## config.mk

```make
export PLATFORM = sky130hd
export DESIGN_NAME = uart_tx_arbiter
export DESIGN_NICKNAME = d
export VERILOG_FILES = /design/src/rtl/uart_tx_arbiter.sv
export SDC_FILE = /design/constraint.sdc
export NUM_CORES = 1
export LEC_CHECK = 0
export BUFFER_PORTS_ARGS = -buffer_cell sky130_fd_sc_hd__clkbuf_2
export CAP_MARGIN = 25
export CORE_UTILIZATION = 55
export CTS_CLUSTER_SIZE = 20
export DETAILED_ROUTE_END_ITERATION = 6
export PLACE_DENSITY = 0.79
export REMOVE_ABC_BUFFERS = 1
export SLEW_MARGIN = 30
export SYNTH_ARGS = -nofsm -noshare
export SYNTH_HDL_FRONTEND = slang
export SYNTH_SLANG_ARGS = --single-unit
```

## constraint.sdc

```tcl
create_clock -name clk -period 4.8 [get_ports clk]
set_input_delay 1.2 -clock clk [delete_from_list [all_inputs] [get_ports clk]]
set_output_delay 1.2 -clock clk [all_outputs]
set_load 0.02 [all_outputs]
```

## src/rtl/uart_tx_arbiter.sv

```systemverilog
// Round-robin transmit scheduler feeding one UART serializer.
// It latches the winning byte, emits 10 bit ticks per frame, then holds an idle gap before the next frame.
module uart_tx_arbiter #(
  parameter int CLKS_PER_BIT = 868,
  parameter int IDLE_BITS    = 1
) (
  input  logic       clk,
  input  logic       reset_n,
  input  logic       tx_enable,
  input  logic       req0_valid,
  input  logic [7:0] req0_data,
  output logic       req0_ready,
  input  logic       req1_valid,
  input  logic [7:0] req1_data,
  output logic       req1_ready,
  output logic [7:0] data_wr,
  output logic       bit_tick,
  output logic       frame_start,
  output logic       busy,
  output logic       grant_id
);

  localparam int CNT_W   = (CLKS_PER_BIT > 1) ? $clog2(CLKS_PER_BIT) : 1;
  localparam int GAP_LEN = IDLE_BITS * CLKS_PER_BIT;
  localparam int GAP_W   = (GAP_LEN > 1) ? $clog2(GAP_LEN) : 1;
  localparam logic [CNT_W-1:0] CNT_LAST = CNT_W'(CLKS_PER_BIT - 1);
  localparam logic [GAP_W-1:0] GAP_LAST = GAP_W'((GAP_LEN > 0) ? GAP_LEN - 1 : 0);

  typedef enum logic [1:0] {IDLE, SHIFT, GAP} state_t;

  state_t           state;
  logic [CNT_W-1:0] cnt;
  logic [3:0]       bit_idx;
  logic [GAP_W-1:0] gap_cnt;
  logic             last_grant;
  logic             winner;
  logic             can_accept;
  logic             accept;

  // A lone requester always wins; contention goes to whoever was not served last.
  always_comb begin
    winner     = req1_valid;
    if (req0_valid && req1_valid)
      winner = ~last_grant;
    can_accept = (state == IDLE) && tx_enable;
  end

  assign req0_ready  = can_accept & req0_valid & ~winner;
  assign req1_ready  = can_accept & req1_valid & winner;
  assign accept      = req0_ready | req1_ready;

  assign bit_tick    = (state == SHIFT) && (cnt == '0);
  assign frame_start = bit_tick && (bit_idx == 4'd0);
  assign busy        = (state != IDLE);

  always_ff @(posedge clk or negedge reset_n) begin
    if (!reset_n) begin
      state      <= IDLE;
      data_wr    <= 8'h00;
      grant_id   <= 1'b0;
      last_grant <= 1'b1;
      cnt        <= '0;
      bit_idx    <= 4'd0;
      gap_cnt    <= '0;
    end else begin
      case (state)
        IDLE: begin
          if (accept) begin
            data_wr    <= winner ? req1_data : req0_data;
            grant_id   <= winner;
            last_grant <= winner;
            cnt        <= '0;
            bit_idx    <= 4'd0;
            state      <= SHIFT;
          end
        end
        SHIFT: begin
          if (cnt == CNT_LAST) begin
            cnt <= '0;
            // The stop bit period ends here; a zero-length gap returns straight to IDLE.
            if (bit_idx == 4'd9) begin
              bit_idx <= 4'd0;
              gap_cnt <= '0;
              state   <= (IDLE_BITS > 0) ? GAP : IDLE;
            end else begin
              bit_idx <= bit_idx + 4'd1;
            end
          end else begin
            cnt <= cnt + CNT_W'(1);
          end
        end
        GAP: begin
          if (gap_cnt == GAP_LAST)
            state <= IDLE;
          else
            gap_cnt <= gap_cnt + GAP_W'(1);
        end
        default: state <= IDLE;
      endcase
    end
  end

endmodule

```

# == Word level (Yosys, flattened, before mapping) ==
# Cells that the tools add are included.
# W data, S select, Z words.
# word_totals
register_bits,36
in_bits,21
out_inout_bits,14
wordCells,60
# op_classes
add_sub_neg,3
eq_ne,10
muxes,18
n_bitwise,7
n_reduce_logical,15
# op_table
operator,count
$mux W10,5
$pmux W10 S2,2
$add A10 B1 Y10 const B,2
$eq A10 B10 Y1 const B,2
$mux W4,3
$logic_not A10 Y1,1
$mux W2,4
$mux W8,1
$pmux W4 S2,1
$reduce_and A4 Y1,2
$ne A2 B2 Y1 const B,3
$pmux W2 S3,1
$reduce_bool A2 Y1,3
$add A4 B1 Y4 const B,1
$and A1 B1 Y1,4
$eq A4 B4 Y1 const B,1
$logic_and A1 B1 Y1,4
$logic_not A4 Y1,1
$ne A2 B1 Y1 const B,2
$reduce_and A2 Y1,2
$reduce_and A3 Y1,1
$eq A2 B1 Y1 const B,1
$eq A2 B2 Y1 const B,1
$logic_not A2 Y1,1
other kinds (3),4

# == Logic depth before layout (Yosys ltp) ==
# Gate-level depths: netlist of run 1.
# depth
depth_word,7
depth_mapped,6
mapped_depth_nobuf,5

# == Worst setup path after synthesis of run 1 ==
# No wires, ideal clock.
# synth_path
kind,in2out
startpoint,input port req1_valid
endpoint,output port req1_ready
arrival_time_ns,1.869
required_time_ns,3.600
path_slack_ns,1.731
cell_stages,3
n_path_buf,1
cell_sequence,a21boi_0 buf_2 and2_1
# synth_between
elab_chain_len,3
elab_cells_between_ends,4
cone_classes,mux: 1; bitwise: 2; reduce/logical: 1
# synth_lines
element,line,text
from (decl),13,"input logic req1_valid,"
$logic_and A1 B1 Y1,43,if (req0_valid && req1_valid)
$mux W1,43,
$and A1 B1 Y1 (*),49,assign req1_ready = can_accept & req1_valid & winner;
to (decl),15,"output logic req1_ready,"
# Mark *: on every way between the ends. The rest lies on a longest branch, timed or not.

# == Worst setup path after layout of run 1 ==
# Ends and elaborated chain as after synthesis.

==> out/qor.txt, run 1 <==
chip height: 62.5 um
Routed Antenna Nets: 0
Top delay family on crit path: buffers and inverters
CTS Buf Count: 5
slowest CP cell: buf_4
final-report hold violation count: 0
Initial Util: 58.9%
biggest area consumer among synthesized cells: dfrtp_1
Layout area overhead: 14.3%
area share of the largest cell type after synthesis: 43.5%
Fmax: 312 MHz
Final setup viols: 0
Non-Filler Instances: 294
final worst path period need: 3.21 ns
Yosys reg bits: 36
CP endpoint kind: output pin
Worst EP arrival: 2.01 ns
drt pass-1 iters: 4
fraction of layout instances using a drive strength above 1: 21.8%
peak supply drop: 0.000281 V
# hold bufs at CTS: 0
Port Buf Inserts: 34
Root Buffer: clkbuf_4
startpoint types: input port
via count: 1667
Post-synth EDFFs: 0
Residual DRC: 0
CTS tree: yes
WL per Instance: 13.4 um
postcts setup bufs: 0
Placer Congestion: 0.776
Total GRT Usage: 21.6%
# IOs: 35
first-pass GRT wire length: 6710 um
Die Width: 62.5 um
largest net degree at the start of global routing: 37
Primary FF master, synth: dfrtp_1
Synth async-reset ratio: 100%
max-cap violations: 0
vias in the first global route: 1475
worst path cell trace: clkbuf_2, a21boi_1, buf_4, and2_1, clkbuf_2
PD cells: 387 mW/mm^2
Buf+Inv Stages, Crit Path: 3
Final TNS setup: 0 ns
crit share post-route: 66.8%
dominant cells by area after synthesis: dfrtp_1 (44%), nand2_1 (4.9%), mux2i_1 (4.0%)
Core ar.: 0.00342 sq mm
top cells by count, synth: dfrtp_1 (35), nand2_1 (26), o21ai_0 (16)
Ant. Diodes: 0
crit-path max cell delay: 0.21 ns
crit path kind: in -> out
CTS Sinks: 36
Total Die Area: 0.00390 sq mm
CP Max Fanout: 10
Mapped Cells: 213
drt total wl: 3930 um
Worst EP required: 3.60 ns
placed cell count: 286
grt ovf: 0
CP most frequent cell: clkbuf_2
top-count cell post-synth: dfrtp_1
synth unique cells: 46
yosys warns: 0
row count: 21
max-slew violations: 0
Seq/Total Area, Yosys: 44.8%
synthesized area per cell: 9.45 sq um
Least-Margin Pin Slew: 0.832 ns
status: completed
Filler Cell Count: 281
nets: 274
Clk Latency, worst-skew pair: 0.35 ns
slew margin rel.: 44.3%
worst min path class: reg -> reg
Starting DRT DRC Count: 81
Synth Cell Area: 0.00201 sq mm
RSZ-0062 raised after global routing: no
post-CTS resize count: 0
clock skew: 0.00971 ns
Max H-tree Level: 2
Clock Path Buffers: 2
leakage power total: 0.00109 uW
post-DP HPWL: 2750 um
number of vias per cell: 5.67
antenna violations before repair: 0
clock slew at reported path FFs: 0.11 ns
Tot Pwr: 890 uW
[final cells by class]
type / count / area, sq um / area share (%)
clock buffer: 7 / 65.1 / 2.83
clock inverter: 1 / 30.0 / 1.31
inverter: 11 / 41.3 / 1.80
multi-input combinational: 158 / 1030 / 44.6
sequential: 36 / 902 / 39.2
tap: 46 / 57.6 / 2.50
timing repair buffer: 35 / 178 / 7.73
[worst register-to-register path: stages (launching register included)]
cell and delay [ns]:
dfrtp_1 0.44, nand2b_1 0.29, a31oi_1 0.68, o21ai_0 0.22, a31oi_1 0.24
[cell usage in the layout (no fill, tap or decap), drive strengths merged, types with 5 or more instances in the layout]
cell type / synthesis / final
a21oi: 6 / 6
a31oi: 9 / 9
clkbuf: 3 / 40
dfrtp: 35 / 35
ha: 6 / 6
inv: 11 / 11
mux2i: 8 / 8
nand2: 26 / 26
nand3: 14 / 14
nand4: 5 / 5
nor2: 7 / 7
nor4: 5 / 5
o21ai: 25 / 25
[stage by stage]
stage	instance area, sq um	utilization, %	hold WS [ns]	setup slack (ns)
2_1_floorplan	1970	-	0.480	1.03
3_3_place_gp	2200	64.5	0.464	1.62
3_5_place_dp	2200	64.5	0.470	1.60
4_1_cts	2300	67.3	0.497	1.59
5_1_grt	2300	67.3	0.529	1.51
6_report	2300	67.3	0.492	1.59
[state kept, by name, summed over array words and instances (netlist names)]
register	flops
gap_cnt	10
last_grant	1
grant_id	1
data_wr	8
state	2
cnt	10
bit_idx	4
[logic make-up (layout without fill, tap and decap cells)]
kind of cell / count (synthesis) / count (layout) / share of synthesized area (%)
AND/OR/NAND/NOR: 83 / 83 / 22.8
multiplexers: 9 / 9 / 4.54
buffers and inverters: 19 / 54 / 4.17
adder cells (fa/ha/maj): 6 / 6 / 3.73
flip-flops: 36 / 36 / 44.8
XOR/XNOR: 3 / 3 / 1.31
AO/OA/AOI/OAI: 57 / 57 / 18.7
[report_power, final]
| group | internal (uW) | total [uW] | leakage [uW] | switching (uW) |
|---|---|---|---|---|
| Sequential | 360 | 441 | 0.000441 | 81.4 |
| Combinational | 96.6 | 207 | 0.000593 | 110 |
| Clock | 138 | 242 | 0.0000515 | 104 |
[layer usage]
| layer | part of all wire (%) | global-route usage [%] | vias up |
|---|---|---|---|
| li1 | - | - | 846 |
| met1 | 52 | 31.7 | 758 |
| met2 | 42 | 31.8 | 61 |
| met3 | 5.9 | 6.02 | 2 |
| met4 | 0.59 | 4.36 | 0 |
| met5 | 0 | 0 | - |
[final timing paths]
check | endpoint | startpoint | depth (start not counted) | slack, ns
worst max register to register | cnt[7] | state[1] | 4 | 2.84
max in group asynchronous | data_wr[5] | reset_n | 1 | 3.40
worst min-delay path | data_wr[6] | data_wr[6] | 2 | 0.49
min in group asynchronous | data_wr[6] | reset_n | 1 | 0.91
worst max-delay path | req1_ready | req1_valid | 5 | 1.59
worst min register to register | data_wr[6] | data_wr[6] | 2 | 0.49
(Power assumes the default switching activity.)
==> inputs of run 2 (changes only) <==
Clock period 4.8 ns to 3.2 ns, I/O delays scaled along.
==> run 2 against run 1 <==
Net effect: global-route usage up 1.3 points; critical path depth down 1; total power up 38%; largest power group unchanged; highest routed layer unchanged.
==> out/qor.txt, run 2 (synthesis results as in run 1) <==
RSZ-0062 raised after global routing: no
Non-Filler Instances: 296
PD cells: 538 mW/mm^2
FF-to-FF setup slack: 1.27 ns
Core ar.: 0.00342 sq mm
leakage power total: 0.00107 uW
Clk Latency, worst-skew pair: 0.34 ns
status: completed
combinational share of power: 25.4%
peak supply drop: 0.000341 V
Net Sw Frac: 35.4%
Die Width: 62.5 um
Layout area overhead: 13.2%
commonest non-fill, non-tap cells in the layout: dfrtp_1 (35), clkbuf_2 (33), nand2_1 (26)
setup slack after layout: 0.602 ns
number of vias per cell: 5.82
Internal Power: 793 uW
Initial Util: 58.9%
CTS tree: yes
post-CTS resize count: 0
# hold bufs at CTS: 0
drt total wl: 4080 um
slew margin rel.: 45.7%
worst min path class: reg -> reg
Final TNS setup: 0 ns
crit path kind: reg -> out
antenna violations before repair: 0
CP Max Fanout: 5
row count: 21
nets: 276
Total GRT Usage: 22.9%
Least-Margin Pin Slew: 0.811 ns
Worst Reg-to-Reg Cells: 4
Port Buf Inserts: 34
postcts setup bufs: 0
Root Buffer: clkbuf_4
WL per Instance: 13.8 um
largest net degree at the start of global routing: 37
Routed Antenna Nets: 0
post-DP HPWL: 2910 um
CP endpoint kind: output pin
top flop regs: cnt x10, gap_cnt x10, data_wr x8
drt pass-1 iters: 5
final worst path period need: 2.60 ns
Filler Cell Count: 293
final-report hold violation count: 0
Flop pwr share: 53.8%
CTS Buf Count: 5
vias in the first global route: 1540
placed cell count: 288
Psw: 434 uW
max-cap violations: 0
via count: 1723
Clock Path Buffers: 2
Fmax: 385 MHz
max-slew violations: 0
# IOs: 35
chip height: 62.5 um
Worst EP required: 2.40 ns
Final Core Density: 66.7%
most common cell after layout, fill and taps aside: dfrtp_1
grt ovf: 0
startpoint types: flop
Max H-tree Level: 2
Ant. Diodes: 0
Tot Pwr: 1230 uW
Residual DRC: 0
CTS Sinks: 36
crit share post-route: 81.2%
hold depth: 2
Starting DRT DRC Count: 121
fraction of layout instances using a drive strength above 1: 21.6%
Total Die Area: 0.00390 sq mm
placement-stage worst setup slack: 0.795 ns
clock share of power: 20.8%
Worst EP arrival: 1.80 ns
clock slew at reported path FFs: 0.10 ns
Final setup viols: 0
first-pass GRT wire length: 7080 um
Placer Congestion: 0.814
clock skew: 0.00966 ns
run 2: cell type report:
type	count	area, sq um	area share, %
multi-input cells	158	1030	45.0
flip-flops and latches	36	902	39.6
inverters	11	41.3	1.81
clock buffers	8	58.8	2.58
well taps	46	57.6	2.53
repair buffers	37	193	8.46
run 2: per-layer routing:
metal	part of all wire (%)	vias up	GRT usage, %	wire length (um)
met5	0	-	0	0
met4	0.81	0	4.36	33
met3	5.2	4	5.66	210
met2	43	59	34.4	1760
met1	51	806	33.7	2070
li1	-	854	-	-
run 2: final timing paths:
check / endpoint / start
worst max-delay path: frame_start / cnt[7]
worst min-delay path: data_wr[0] / data_wr[0]
worst max register to register: cnt[6] / state[1]
worst min register to register: data_wr[0] / data_wr[0]
max in group asynchronous: cnt[8] / reset_n
min in group asynchronous: bit_idx[3] / reset_n
run 2: metrics by stage:
step | area [sq um] | hold slack [ns]
after floorplan | 1970 | 0.480
after global placement | 2220 | 0.466
after detailed placement | 2220 | 0.472
after CTS | 2280 | 0.495
after global routing | 2280 | 0.507
final | 2280 | 0.491
run 2: power by group through the flow:
| stage | Sequential [uW] | Combinational [uW] | Clock, uW |
|---|---|---|---|
| 5_1_grt | 672 | 359 | 279 |
| 3_5_place_dp | 665 | 311 | 0 |
| 6_report | 660 | 311 | 255 |
| 3_3_place_gp | 661 | 303 | 0 |
| 2_1_floorplan | 648 | 233 | 0 |
| 4_1_cts | 656 | 314 | 264 |
run 2: worst max-delay path, stage by stage, from the launching register on:
cell and delay [ns]:
dfrtp_1 0.46, nor4_4 0.41, and4_1 0.28, and3_1 0.16, clkbuf_2 0.16
